<file path="config.mk">
export PLATFORM = sky130hd
export DESIGN_NAME = bcd_counter_4d_flat
export DESIGN_NICKNAME = d
export VERILOG_FILES = /design/src/rtl/bcd_pkg.sv /design/src/rtl/bcd_counter_4d_if.sv /design/src/rtl/bcd_digit_cell.sv /design/src/rtl/tick_gen.sv /design/src/rtl/bcd_counter_4d.sv /design/src/flat_wrapper.sv
export SDC_FILE = /design/constraint.sdc
export NUM_CORES = 1
export LEC_CHECK = 0
export CELL_PAD_IN_SITES_DETAIL_PLACEMENT = 0
export CELL_PAD_IN_SITES_GLOBAL_PLACEMENT = 1
export CORE_MARGIN = 1
export CORE_UTILIZATION = 31
export DETAILED_ROUTE_END_ITERATION = 8
export PLACE_DENSITY = 0.66
export RECOVER_POWER = 50
export SYNTH_ARGS = -nofsm -noshare
export SYNTH_HDL_FRONTEND = slang
export SYNTH_SLANG_ARGS = --single-unit
</file>
<file path="constraint.sdc">
create_clock -name clk -period 5.5 [get_ports clk]
set_clock_uncertainty 0.2 [all_clocks]
set_input_delay 1.1 -clock clk [delete_from_list [all_inputs] [get_ports clk]]
set_output_delay 1.1 -clock clk [all_outputs]
set_load 0.01 [all_outputs]
</file>
<file path="src/rtl/bcd_pkg.sv">
// Shared types and constants for the four-digit BCD counter.
// Also holds the helper that maps any out-of-range nibble to a legal digit.
package bcd_pkg;

  typedef logic [3:0] bcd_digit_t;

  localparam bcd_digit_t BCD_MAX    = 4'd9;
  localparam bcd_digit_t BCD_MIN    = 4'd0;
  localparam int         NUM_DIGITS = 4;

  // A nibble above 9 would make the downstream decoder show a hex letter.
  // Such a nibble is therefore forced to zero.
  function automatic bcd_digit_t bcd_sanitize(input logic [3:0] nib);
    return (nib > BCD_MAX) ? BCD_MIN : bcd_digit_t'(nib);
  endfunction

endpackage

</file>
<file path="src/rtl/bcd_counter_4d_if.sv">
// Control and status bundle between the BCD counter and its host logic.
// The host side drives the master modport and the counter uses the slave modport.
interface bcd_counter_4d_if;
  import bcd_pkg::*;

  logic                      en;
  logic                      up_dn;
  logic                      clear;
  logic                      load;
  logic [4*NUM_DIGITS-1:0]   load_val;
  logic [4*NUM_DIGITS-1:0]   bcd_out;
  logic                      tick;
  logic                      wrap;
  logic [NUM_DIGITS-1:0]     digit_blank;

  modport master (
    output en, up_dn, clear, load, load_val,
    input  bcd_out, tick, wrap, digit_blank
  );

  modport slave (
    input  en, up_dn, clear, load, load_val,
    output bcd_out, tick, wrap, digit_blank
  );

endinterface

</file>
<file path="src/rtl/bcd_digit_cell.sv">
// Single BCD digit step: applies +1/-1 when step_in is set and reports carry/borrow.
// Purely combinational; the top owns the digit registers.
module bcd_digit_cell
  import bcd_pkg::*;
(
  input  bcd_digit_t digit_cur,
  input  logic       up_dn,
  input  logic       step_in,
  output bcd_digit_t digit_nxt,
  output logic       step_out
);

  always_comb begin
    digit_nxt = digit_cur;
    step_out  = 1'b0;
    if (step_in) begin
      if (up_dn) begin
        if (digit_cur >= BCD_MAX) begin
          digit_nxt = BCD_MIN;
          step_out  = 1'b1;
        end else begin
          digit_nxt = digit_cur + 4'd1;
        end
      end else begin
        if (digit_cur == BCD_MIN) begin
          digit_nxt = BCD_MAX;
          step_out  = 1'b1;
        end else begin
          digit_nxt = digit_cur - 4'd1;
        end
      end
    end
  end

endmodule

</file>
<file path="src/rtl/tick_gen.sv">
// Prescaler: counts 0..DIV-1 while enabled and strobes tick on the terminal count.
// sync_rst returns the count to 0 regardless of en.
module tick_gen #(
  parameter int DIV = 10
) (
  input  logic clk,
  input  logic rst_n,
  input  logic en,
  input  logic sync_rst,
  output logic tick
);

  localparam int               CNT_W = (DIV > 2) ? $clog2(DIV) : 1;
  localparam logic [CNT_W-1:0] TERM  = CNT_W'(DIV - 1);

  logic [CNT_W-1:0] cnt_q, cnt_d;

  always_comb begin
    cnt_d = cnt_q;
    tick  = en && (cnt_q == TERM);
    if (sync_rst) begin
      cnt_d = '0;
    end else if (en) begin
      cnt_d = (cnt_q == TERM) ? '0 : cnt_q + 1'b1;
    end
  end

  always_ff @(posedge clk or negedge rst_n) begin
    if (!rst_n) begin
      cnt_q <= '0;
    end else begin
      cnt_q <= cnt_d;
    end
  end

endmodule

</file>
<file path="src/rtl/bcd_counter_4d.sv">
// Four-digit BCD up/down counter with prescaler, load/clear and wrap flag.
// Leading-zero blanking is built only when BCD_COUNTER_4D_BLANK_EN is defined.
module bcd_counter_4d
  import bcd_pkg::*;
#(
  parameter int CLK_FREQ = 50_000_000,
  parameter int TICK_HZ  = 1
) (
  input logic               clk,
  input logic               rst_n,
  bcd_counter_4d_if.slave   bus
);

  localparam int DIV = CLK_FREQ / TICK_HZ;

  bcd_digit_t [NUM_DIGITS-1:0] digits_q, digits_d;
  bcd_digit_t [NUM_DIGITS-1:0] digits_nxt;
  logic       [NUM_DIGITS:0]   step_c;
  logic                        wrap_q, wrap_d;
  logic                        tick_w;

  tick_gen #(
    .DIV (DIV)
  ) u_tick_gen (
    .clk      (clk),
    .rst_n    (rst_n),
    .en       (bus.en),
    .sync_rst (bus.clear | bus.load),
    .tick     (tick_w)
  );

  // tick_w is already qualified by en, so it alone starts the ripple.
  assign step_c[0] = tick_w;

  for (genvar gi = 0; gi < NUM_DIGITS; gi++) begin : g_digit
    bcd_digit_cell u_cell (
      .digit_cur (digits_q[gi]),
      .up_dn     (bus.up_dn),
      .step_in   (step_c[gi]),
      .digit_nxt (digits_nxt[gi]),
      .step_out  (step_c[gi+1])
    );
  end

  always_comb begin
    digits_d = digits_q;
    wrap_d   = 1'b0;
    if (bus.clear) begin
      digits_d = '0;
    end else if (bus.load) begin
      for (int i = 0; i < NUM_DIGITS; i++) begin
        digits_d[i] = bcd_sanitize(bus.load_val[4*i +: 4]);
      end
    end else if (step_c[0]) begin
      digits_d = digits_nxt;
      wrap_d   = step_c[NUM_DIGITS];
    end
  end

  always_ff @(posedge clk or negedge rst_n) begin
    if (!rst_n) begin
      digits_q <= '0;
      wrap_q   <= 1'b0;
    end else begin
      digits_q <= digits_d;
      wrap_q   <= wrap_d;
    end
  end

  assign bus.bcd_out = digits_q;
  assign bus.tick    = tick_w;
  assign bus.wrap    = wrap_q;

`ifdef BCD_COUNTER_4D_BLANK_EN
  localparam logic [NUM_DIGITS-1:0] BLANK_RST = {{(NUM_DIGITS-1){1'b1}}, 1'b0};

  logic [NUM_DIGITS-1:0] blank_q, blank_d;

  // Derived from the next digit value so the mask lands on the same edge as bcd_out.
  always_comb begin
    logic zero_run;
    blank_d  = '0;
    zero_run = 1'b1;
    for (int i = NUM_DIGITS - 1; i >= 1; i--) begin
      zero_run   = zero_run & (digits_d[i] == BCD_MIN);
      blank_d[i] = zero_run;
    end
  end

  always_ff @(posedge clk or negedge rst_n) begin
    if (!rst_n) begin
      blank_q <= BLANK_RST;
    end else begin
      blank_q <= blank_d;
    end
  end

  assign bus.digit_blank = blank_q;
`else
  assign bus.digit_blank = '0;
`endif

endmodule

</file>
<file path="src/flat_wrapper.sv">
// flat-port wrapper written by rule: the top's interface ports become plain ports
module bcd_counter_4d_flat import bcd_pkg::*;
#(
  parameter int CLK_FREQ = 50_000_000,
  parameter int TICK_HZ  = 1
)
  (clk, rst_n, bus_en, bus_up_dn, bus_clear, bus_load, bus_load_val, bus_bcd_out, bus_tick, bus_wrap, bus_digit_blank);
  bcd_counter_4d_if bus_i ();
  input logic clk;
  input logic rst_n;
  input wire logic [$bits(bus_i.en)-1:0] bus_en;
  input wire logic [$bits(bus_i.up_dn)-1:0] bus_up_dn;
  input wire logic [$bits(bus_i.clear)-1:0] bus_clear;
  input wire logic [$bits(bus_i.load)-1:0] bus_load;
  input wire logic [$bits(bus_i.load_val)-1:0] bus_load_val;
  output wire logic [$bits(bus_i.bcd_out)-1:0] bus_bcd_out;
  output wire logic [$bits(bus_i.tick)-1:0] bus_tick;
  output wire logic [$bits(bus_i.wrap)-1:0] bus_wrap;
  output wire logic [$bits(bus_i.digit_blank)-1:0] bus_digit_blank;
  assign bus_i.en = bus_en;
  assign bus_i.up_dn = bus_up_dn;
  assign bus_i.clear = bus_clear;
  assign bus_i.load = bus_load;
  assign bus_i.load_val = bus_load_val;
  assign bus_bcd_out = bus_i.bcd_out;
  assign bus_tick = bus_i.tick;
  assign bus_wrap = bus_i.wrap;
  assign bus_digit_blank = bus_i.digit_blank;
  bcd_counter_4d #(.CLK_FREQ(CLK_FREQ), .TICK_HZ(TICK_HZ)) u_core (.clk(clk), .rst_n(rst_n), .bus(bus_i));
endmodule
</file>
* After elaboration in Yosys (flattened, before gate mapping)
Cells that the tools add are included.
** Cells by class
- $add $sub $neg :: 9
- Magnitude comparators :: 8
- Equality and inequality tests :: 1
- Muxes and demuxes :: 44
- Bitwise operators :: 1
- Reductions and logical operators :: 13
** Operators by type and width (count)
- 26-bit 2-to-1 mux :: 3
- 4-bit 2-to-1 mux :: 19
- 16-bit 2-to-1 mux :: 3
- 26-bit by 1-bit adder with 26-bit output (second input constant) :: 1
- 26-bit == test (second input constant) :: 1
- 1-bit 2-to-1 mux :: 19
- 4-bit by 1-bit adder with 4-bit output (second input constant) :: 4
- 4-bit greater-or-equal comparator (second input constant) :: 4
- 4-bit greater-than comparator (second input constant) :: 4
- 4-bit zero test :: 4
- 4-bit by 1-bit subtractor with 4-bit output (second input constant) :: 4
- 3-bit nonzero test :: 4
- 2-bit AND reduction :: 3
- 2-bit nonzero test :: 1
- 1-bit logical AND :: 1
- 1-bit OR :: 1
** Word-level totals
- Bits in registers :: 43
- Bits of input ports :: 22
- Logic and storage cells :: 82

* Longest topological paths before layout
Gate-level depths: netlist of run 1.
- Depth after elaboration :: 10
- Gate-level depth with buffers :: 9
- Gate-level depth less buffers :: 8

* Modules after synthesis
A second synthesis of run 1 with hierarchy kept.
** Second synthesis, totals
- Cells, all modules :: 422
- Area total of the unflattened synthesis :: 3688.5 µm²
** Modules (own cells, without submodules)
- tick_gen :: instances 1, cells each 173, area each 1551.5 µm², sequential area each 650.6 µm²
- bcd_digit_cell :: instances 4, cells each 38, area each 290.3 µm², sequential area each 0.0 µm²
- bcd_counter_4d :: instances 1, cells each 97, area each 975.9 µm², sequential area each 425.4 µm²

* Worst setup path after synthesis of run 1
Ideal clock, no wire load.
- Kind :: input-to-output
- Start :: in bus_en
- End :: out bus_tick
- Arrival :: 2.059 ns
- Required time :: 4.200 ns
- Path slack :: 2.141 ns
- Stages on the path :: 4
- Buffers on the path :: 1
- Cells stage by stage :: clkbuf_1 > nand3b_1 > or4_4 > nor2_1
** Between the ends
- Cells in the longest elaborated chain, start to end :: 1
** Ends and longest elaborated chain
- from (decl) :: RTL line flat_wrapper.sv:11 : input wire logic [$bits(bus_i.en)-1:0] bus_en;
- 1-bit logical AND :: RTL line tick_gen.sv:20 : tick = en && (cnt_q == TERM);
- to (decl) :: RTL line flat_wrapper.sv:17 : output wire logic [$bits(bus_i.tick)-1:0] bus_tick;
No other way between the ends.

* Worst setup path after layout of run 1
Same ends and word-level chain as after synthesis.

==> results of run 1 <==
per-stage QoR:
stage          hold slack [ps]  power (W)  setup slack (ps)  util [%]
2_1_floorplan              254   0.000465              2140         -
3_3_place_gp               289   0.000537              1120      36.7
3_5_place_dp               289   0.000538              1100      36.7
4_1_cts                    304   0.000787              1100      37.7
5_1_grt                    319   0.000819              1010      37.7
6_report                   314   0.000773              1120      37.7
registers in the layout (all words and copies together) (netlist names):
| signal | count |
|---|---|
| u_core.u_tick_gen.cnt_q | 26 |
| u_core.bus.bcd_out | 16 |
| u_core.bus.wrap | 1 |
synth_stat cells (4+ instances only):
cell type,count,share of area (%)
a21oi_1,24,3.6
nor2_1,47,5.3
nand2b_1,8,1.5
o21ai_0,21,3.2
a31oi_1,14,2.7
xor2_1,9,2.4
nand2_1,36,4.1
buf_2,5,0.76
o31ai_1,5,1.1
xnor2_1,4,1.1
buf_4,4,0.91
or4_1,4,0.91
nor4b_1,5,1.3
clkbuf_1,17,1.9
nor2b_1,4,0.76
o21bai_1,4,0.91
nor3_1,11,1.7
dfrtp_1,43,33
nand4_1,15,2.8
ha_1,14,5.3
inv_1,23,2.6
nor4_1,6,1.1
nand3_1,10,1.5
cell usage in the layout, fill, tap and decap left out, types with 11 or more instances in the layout:
cell,n
a31oi_1,14
nand4_1,15
nand2_1,36
o21ai_0,21
nor2_1,47
ha_1,14
dfrtp_1,43
inv_1,23
a21oi_1,24
nor3_1,11
clkdlybuf4s50_1,29
final timing paths:
kind                                             start                           to  cells past startpoint
setup / recovery                                bus_en                     bus_tick                      5
hold / removal             u_core.u_tick_gen.cnt_q[16]  u_core.u_tick_gen.cnt_q[16]                      1
setup reg to reg                 u_core.bus.bcd_out[0]        u_core.bus.bcd_out[5]                      8
hold reg to reg            u_core.u_tick_gen.cnt_q[16]  u_core.u_tick_gen.cnt_q[16]                      1
max in group asynchronous                        rst_n  u_core.u_tick_gen.cnt_q[20]                      1
min in group asynchronous                        rst_n  u_core.u_tick_gen.cnt_q[13]                      1
cell families after synthesis:
| logic type | Yosys count | share of synthesized area, % |
|---|---|---|
| compound gates | 109 | 22.1 |
| buf+inv | 51 | 6.48 |
| other cells | 1 | 0.114 |
| flops | 43 | 32.6 |
| xor+xnor | 13 | 3.45 |
| simple gates | 173 | 28.7 |
| mux | 4 | 1.25 |
| fa+ha+maj | 14 | 5.31 |
critical path, stage by stage:
cell	delay (ps)
clkdlybuf4s50_1	620
nand3b_1	100
or4_4	460
nor2_1	220
clkdlybuf4s50_1	580
power by group through the flow:
| stage | clock [W] | combinational (W) | sequential [W] |
|---|---|---|---|
| 6_report | 0.000244 | 0.000181 | 0.000348 |
| 5_1_grt | 0.000264 | 0.000203 | 0.000351 |
| 4_1_cts | 0.000254 | 0.000185 | 0.000348 |
| 3_5_place_dp | 0 | 0.000183 | 0.000355 |
| 3_3_place_gp | 0 | 0.000182 | 0.000355 |
| 2_1_floorplan | 0 | 0.000115 | 0.000349 |
layer usage:
metal	vias to the layer above	wire length [µm]	GRT usage (%)
li1	1560	-	-
met1	1525	4140	21.3
met2	71	4250	28.6
met3	12	329	2.74
met4	0	156	5.23
met5	-	0	0
final cells by class:
type / instances / area, µm²
fillers: 1041 / 6430
multi-input cells: 317 / 2020
flip-flops and latches: 43 / 1080
repair buffers: 45 / 429
well taps: 136 / 170
inverters: 24 / 90.1
clock buffers: 6 / 72.6
clock inverters: 1 / 30.0
==> out/qor.yml, run 1 <==
cts.clk_slew.worst_paths_ps: 80
finalSetupViolations: 0
dpl_cell_area_mm2: 0.00379
antenna_found_initial: 0
io_pins: 44
port_buffers: 39
clock_path_buffers: 2
area_growth_pct: 17.8
final_antenna_net_count: 0
synth_cells: 408
synthArstFlopShare_pct: 100
maxSlewViolCount: 44
crit_type: "in2out"
finish.instance_area_mm2: 0.00389
required_ps: 4200
grt_pass1_vias: 3055
hp-class: "reg2reg"
initial_core_util_pct: 32.0
slew_headroom_pct: -61.1
syn_area_per_cell_um2: 8.09
ys_seq_area_share_pct: 32.6
grt_max_degree: 44
hold_viol: 0
power.density_mw_per_mm2: 199
ctsHoldBuffers: 0
endpoint_kind: "primary output"
grt-ovfl-total: 0
antenna_cells: 0
tightest_slew_ps: 2420
crit_arrival_ps: 3080
cts.sinks: 43
dp_hpwl_mm: 6.42
die_w_um: 105
drtPass1Iterations: 5
cts-root-buf: "clkbuf_8"
numCtsBuffers: 5
share_comb_of_total_power_pct: 23.4
drt_iter0_markers: 101
cts_setup_buffers: 0
via_per_inst: 5.54
globalplace.congestion: 0.797
routedWlPerCell_um: 15.5
grt_pass1_wl_mm: 15.0
syn_area_mm2: 0.00330
synth_cell_types: 70
fin_setup_tns_ps: 0
fin_crit_ps: 4380
rrSetupSlack_ps: 2770
die_h_um: 105
rsz0062_at_grt: "no"
drt_wl_total_mm: 8.87
ys_warn_count: 0
insertion_delay_ps: 300
clockPowerShare_pct: 31.5
synthFlopType: "dfrtp_1"
h-tree-depth: 2
period_share_pct: 79.7
cts_tree: "built"
track_usage_pct: 16.7
rows: 37
stdcell_count: 572
coreArea_mm2: 0.0103
placedCellCount: 565
max_freq_mhz: 228
p_sw_share_pct: 30.1
p_switching_w: 0.000233
peakVddDrop_v: 0.0000915
pwr-share-seq_pct: 45.1
ys_ff_latch: 43
run_status: "finished with violations"
die_area_mm2: 0.0111
dr_total_vias: 3168
power_leakage_nw: 1.58
drive_gt1_share_pct: 6.19
final_nets: 472
cp-start-kind: "primary input"
drcViolationCount: 0
p_int_w: 0.000540
violations: "max-capacitance violations, max-slew violations"
ctsResizeCount: 0
maxCapViolCount: 1
synth_edf_count: 0
crit_fanout: 7
Power figures use the tool's default switching activity.
==> inputs of run 2 (changes only) <==
clock period = 4.5 ns   (was 5.5 ns; I/O delays follow)
==> out/qor.yml, run 2 (synthesized netlist as in run 1, its figures left out) <==
globalplace.congestion: 0.804  # was 0.797
final_common_cell: "nor2_1"  # unchanged
whs_ps: 289  # was 314 ps
fin_crit_ps: 3910
final-seq-area_mm2: 0.00108  # unchanged
insertion_delay_ps: 300  # about the same
cts_tree: "built"  # unchanged
dp_hpwl_mm: 6.46  # was 6.42 mm
largest_reg_flops: 26  # unchanged
die_area_mm2: 0.0111  # unchanged
fillers: 1072  # was 1041
power_leakage_nw: 1.56  # was 1.58 nW
cp-startpoint: "bus_en"  # unchanged
maxSlewViolCount: 44  # unchanged
ctsResizeCount: 0  # unchanged
run_status: "finished with violations"  # unchanged
finalSetupViolations: 0  # unchanged
routedWlPerCell_um: 15.7  # was 15.5 µm
area_growth_pct: 17.2  # was 17.8%
maxCapViolCount: 1  # unchanged
port_buffers: 39  # unchanged
grt-ovfl-total: 0  # unchanged
rows: 37  # unchanged
grt_pass1_vias: 3107  # was 3055
io_pins: 44  # unchanged
drive_gt1_share_pct: 5.94  # was 6.19%
largest_register: "u_core.u_tick_gen.cnt_q"  # unchanged
hp-class: "reg2reg"  # unchanged
peakVddDrop_v: 0.000129  # was 0.0000915 V
ctsHoldBuffers: 0  # unchanged
violations: "max-capacitance violations, max-slew violations"  # unchanged
period_share_pct: 86.9
via_per_inst: 5.48  # was 5.54
drt_iter0_markers: 133  # was 101
crit_arrival_ps: 2810  # was 3080 ps
rsz0062_at_grt: "no"  # unchanged
power.total_w: 0.000898  # was 0.000773 W
rrSetupSlack_ps: 1450  # was 2770 ps
max_freq_mhz: 256
grt_pass1_wl_mm: 15.2  # was 15.0 mm
antenna_cells: 0  # unchanged
final_antenna_net_count: 0  # unchanged
coreArea_mm2: 0.0103  # unchanged
cts.clk_slew.worst_paths_ps: 70  # was 80 ps
setup_ws_ps: 590  # was 1120 ps
cp-start-kind: "primary input"  # unchanged
crit_type: "in2out"  # unchanged
hold_viol: 0  # unchanged
track_usage_pct: 17.0  # was 16.7%
slew_headroom_pct: -60.3  # was -61.1%
endpoint_kind: "primary output"  # unchanged
antenna_found_initial: 0  # unchanged
final_nets: 473  # was 472
h-tree-depth: 2  # unchanged
fin_setup_tns_ps: 0  # unchanged
r2r_start: "u_core.u_tick_gen.cnt_q[19]"  # was u_core.bus.bcd_out[0]
clock_path_buffers: 2  # unchanged
drcViolationCount: 0  # unchanged
drtPass1Iterations: 5  # unchanged
pre_cts_ws_ps: 632  # was 1100 ps
die_h_um: 105  # unchanged
initial_core_util_pct: 32.0  # unchanged
cts.sinks: 43  # unchanged
numCtsBuffers: 5  # unchanged
holdCritStartpoint: "u_core.u_tick_gen.cnt_q[16]"  # unchanged
tightest_slew_ps: 2400  # was 2420 ps
drt_wl_total_mm: 9.03  # was 8.87 mm
crit_fanout: 3  # was 7
required_ps: 3400  # was 4200 ps
cts-root-buf: "clkbuf_8"  # unchanged
cts_setup_buffers: 0  # unchanged
grt_max_degree: 44  # unchanged
power.density_mw_per_mm2: 232  # was 199 mW/mm²
final_cell_mix: "47 x nor2_1, 43 x dfrtp_1, 36 x nand2_1"  # unchanged
die_w_um: 105  # unchanged
dr_total_vias: 3147  # was 3168
multi_input_area_mm2: 0.00202  # about the same
run 2: area by class of cell:
cell class,instances,share of cell area [%]
multi-input combinational,317,52.2
sequential,43,27.8
timing repair buffer,46,11.2
tap,136,4.40
inverter,24,2.33
clock buffer,7,1.97
clock inverter,1,0.129
run 2: power by group:
group          switching [W]  total (W)  internal, W
Clock               0.000139   0.000248     0.000109
Sequential         0.0000282   0.000426     0.000398
Combinational       0.000123   0.000223    0.0000999
Total               0.000291   0.000898     0.000607
run 2: metrics by stage:
step / instance area [µm²] / std cells / utilization (%)
after detailed placement: 3800 / 566 / 36.8
after floorplan: 3310 / 411 / -
after global placement: 3800 / 566 / 36.8
after global routing: 3870 / 574 / 37.5
final: 3870 / 574 / 37.5
after CTS: 3880 / 574 / 37.6
run 2: worst paths after layout:
kind,endpoint,cells after the start
max,bus_tick,5
min,u_core.u_tick_gen.cnt_q[16],1
max reg2reg,u_core.bus.bcd_out[1],6
min reg2reg,u_core.u_tick_gen.cnt_q[16],1
max in group asynchronous,u_core.u_tick_gen.cnt_q[11],1
min in group asynchronous,u_core.bus.bcd_out[1],1
run 2: worst max-delay path, cell delays in order:
cell	delay, ps
clkdlybuf4s50_1	500
nand3b_1	80
or4_1	520
nor2_1	240
clkdlybuf4s50_1	580
run 2: layer usage:
| metal | wire (µm) | share of wire, % | GRT usage (%) |
|---|---|---|---|
| met2 | 4400 | 49 | 29.1 |
| met5 | 0 | 0 | 0 |
| met4 | 185 | 2.0 | 6.14 |
| met1 | 4120 | 46 | 21.6 |
| met3 | 325 | 3.6 | 2.43 |
==> inputs of run 3 (changes only) <==
--- a/config.mk
+++ b/config.mk
@@ -6,4 +6,5 @@
 export NUM_CORES = 1
 export LEC_CHECK = 0
+export CAP_MARGIN = 10
 export CELL_PAD_IN_SITES_DETAIL_PLACEMENT = 0
 export CELL_PAD_IN_SITES_GLOBAL_PLACEMENT = 1
@@ -13,4 +14,5 @@
 export PLACE_DENSITY = 0.66
 export RECOVER_POWER = 50
+export SLEW_MARGIN = 5
 export SYNTH_ARGS = -nofsm -noshare
 export SYNTH_HDL_FRONTEND = slang
==> constraint.sdc (replaced) <==
create_clock -name clk -period 4.5 [get_ports clk]
set_clock_uncertainty 0.2 [all_clocks]
set_input_delay 1.35 -clock clk [delete_from_list [all_inputs] [get_ports clk]]
set_output_delay 1.35 -clock clk [all_outputs]
set_load 0.01 [all_outputs]
==> out/qor.yml, run 3 (synthesized netlist as in run 1, its figures left out) <==
run_status: "finished with violations"  # unchanged
violations: "max-capacitance violations, max-slew violations"  # unchanged
track_usage_pct: 16.8  # was 17.0%
fillers: 1100  # was 1072
coreArea_mm2: 0.0103  # unchanged
globalplace.congestion: 0.806  # was 0.804
drt_iter0_markers: 166  # was 133
peakVddDrop_v: 0.0000947  # was 0.000129 V
ctsHoldBuffers: 0  # unchanged
h-tree-depth: 2  # unchanged
cp-start-kind: "primary input"  # unchanged
antenna_cells: 0  # unchanged
drcViolationCount: 0  # unchanged
clockPowerShare_pct: 27.6  # about the same
grt_max_degree: 44  # unchanged
rsz0062_at_grt: "no"  # unchanged
drtPass1Iterations: 5  # unchanged
power.density_mw_per_mm2: 229  # was 232 mW/mm²
crit_type: "in2out"  # unchanged
clock_path_buffers: 2  # unchanged
port_buffers: 39  # unchanged
crit_arrival_ps: 2800  # was 2810 ps
dr_total_vias: 3111  # was 3147
grt_pass1_vias: 2980  # was 3107
grt_pass1_wl_mm: 15.0  # was 15.2 mm
drt_wl_total_mm: 8.89  # was 9.03 mm
setup_ws_ps: 146  # was 590 ps
grt-ovfl-total: 0  # unchanged
numCtsBuffers: 5  # unchanged
tightest_slew_ps: 2490  # was 2400 ps
hold_viol: 0  # unchanged
max_freq_mhz: 230  # was 256 MHz
period_share_pct: 96.7  # was 86.9%
final_cell_mix: "46 x nor2_1, 43 x dfrtp_1, 36 x nand2_1"  # was 47 x nor2_1, 43 x dfrtp_1, 36 x nand2_1
die_area_mm2: 0.0111  # unchanged
p_sw_share_pct: 32.0  # was 32.4%
p_int_w: 0.000609  # was 0.000607 W
die_w_um: 105  # unchanged
slowest_delay_ps: 500  # was 580 ps
routedWlPerCell_um: 15.4  # was 15.7 µm
multi_input_area_mm2: 0.00203  # was 0.00202 mm²
power_leakage_nw: 1.60  # was 1.56 nW
share_comb_of_total_power_pct: 25.0  # was 24.9%
final-seq-area_mm2: 0.00108  # unchanged
cts-root-buf: "clkbuf_8"  # unchanged
maxSlewViolCount: 44  # unchanged
rows: 37  # unchanged
pwr-share-seq_pct: 47.5  # about the same
final_common_cell: "nor2_1"  # unchanged
slew_headroom_pct: -65.8  # was -60.3%
fin_crit_ps: 4350  # was 3910 ps
hp-class: "reg2reg"  # unchanged
crit_fanout: 2  # was 3
required_ps: 2950  # was 3400 ps
largest_register: "u_core.u_tick_gen.cnt_q"  # unchanged
fin_setup_tns_ps: 0  # unchanged
path_buf_inv: 2  # unchanged
antenna_found_initial: 0  # unchanged
cts.sinks: 43  # unchanged
final_antenna_net_count: 0  # unchanged
endpoint_kind: "primary output"  # unchanged
finalSetupViolations: 0  # unchanged
die_h_um: 105  # unchanged
via_per_inst: 5.39  # was 5.48
drive_gt1_share_pct: 7.26  # was 5.94%
cts_tree: "built"  # unchanged
area_growth_pct: 18.5  # was 17.2%
p_switching_w: 0.000287  # was 0.000291 W
dp_hpwl_mm: 6.44  # was 6.46 mm
ctsResizeCount: 2  # was 0
pre_cts_ws_ps: -217  # was 632 ps
whs_ps: 284  # was 289 ps
initial_core_util_pct: 32.0  # unchanged
io_pins: 44  # unchanged
largest_reg_flops: 26  # unchanged
path_cells: "clkdlybuf4s50_1, nand3b_1, or4_4, nor2_2, dlygate4sd2_1"  # was clkdlybuf4s50_1, nand3b_1, or4_1, nor2_1, clkdlybuf4s50_1
cts_setup_buffers: 0  # unchanged
cts.clk_slew.worst_paths_ps: 80  # was 70 ps
insertion_delay_ps: 300  # about the same
final_nets: 476  # was 473
crit_family: "buffers and inverters"  # unchanged
cpMaxStageDelayCell: "clkdlybuf4s50_1"  # unchanged
maxCapViolCount: 1  # unchanged
==> run 3: final cells by class <==
| class | instances | area share [%] |
|---|---|---|
| clock buffers | 7 | 1.95 |
| repair buffers | 49 | 12.0 |
| multi-input cells | 317 | 51.8 |
| well taps | 136 | 4.35 |
| inverters | 24 | 2.30 |
| clock inverters | 1 | 0.128 |
| flip-flops and latches | 43 | 27.5 |
==> run 3: final timing paths <==
check / startpoint / end / slack [ps] / depth (start not counted)
min reg2reg: u_core.u_tick_gen.cnt_q[16] / u_core.u_tick_gen.cnt_q[16] / 280 / 1
max in group asynchronous: rst_n / u_core.u_tick_gen.cnt_q[1] / 1060 / 1
max reg2reg: u_core.bus.bcd_out[0] / u_core.bus.bcd_out[5] / 1790 / 8
max: bus_en / bus_tick / 150 / 5
min: u_core.u_tick_gen.cnt_q[16] / u_core.u_tick_gen.cnt_q[16] / 280 / 1
min in group asynchronous: rst_n / u_core.u_tick_gen.cnt_q[14] / 1600 / 1
==> run 3: worst reg2reg max path: stages (launching register included) <==
cell and delay (ps):
dfrtp_1 480, inv_1 110, ha_1 270, or3b_2 250, a31oi_2 130, or4_1 700, a311oi_1 300, a21o_1 110
o21ai_1 50
==> run 3: power by group through the flow <==
stage / sequential (W) / clock [W] / combinational (W)
2_1_floorplan: 0.000427 / 0 / 0.000141
3_3_place_gp: 0.000434 / 0 / 0.000226
3_5_place_dp: 0.000434 / 0 / 0.000227
4_1_cts: 0.000426 / 0.000262 / 0.000229
5_1_grt: 0.000430 / 0.000273 / 0.000250
6_report: 0.000425 / 0.000247 / 0.000224
==> run 3: through the flow <==
stage	util (%)	total power (W)	cells	cell area [µm²]
final	37.9	0.000897	577	3910
after global routing	37.9	0.000953	577	3910
after CTS	37.9	0.000917	577	3920
after detailed placement	37.1	0.000661	569	3830
after global placement	37.1	0.000660	569	3830
after floorplan	-	0.000568	411	3310
==> run 3: layer usage <==
metal / share of wire [%] / GRT usage, %
met5: 0 / 0
met3: 4.1 / 2.50
met4: 0.46 / 3.02
met1: 46 / 22.5
met2: 49 / 28.7
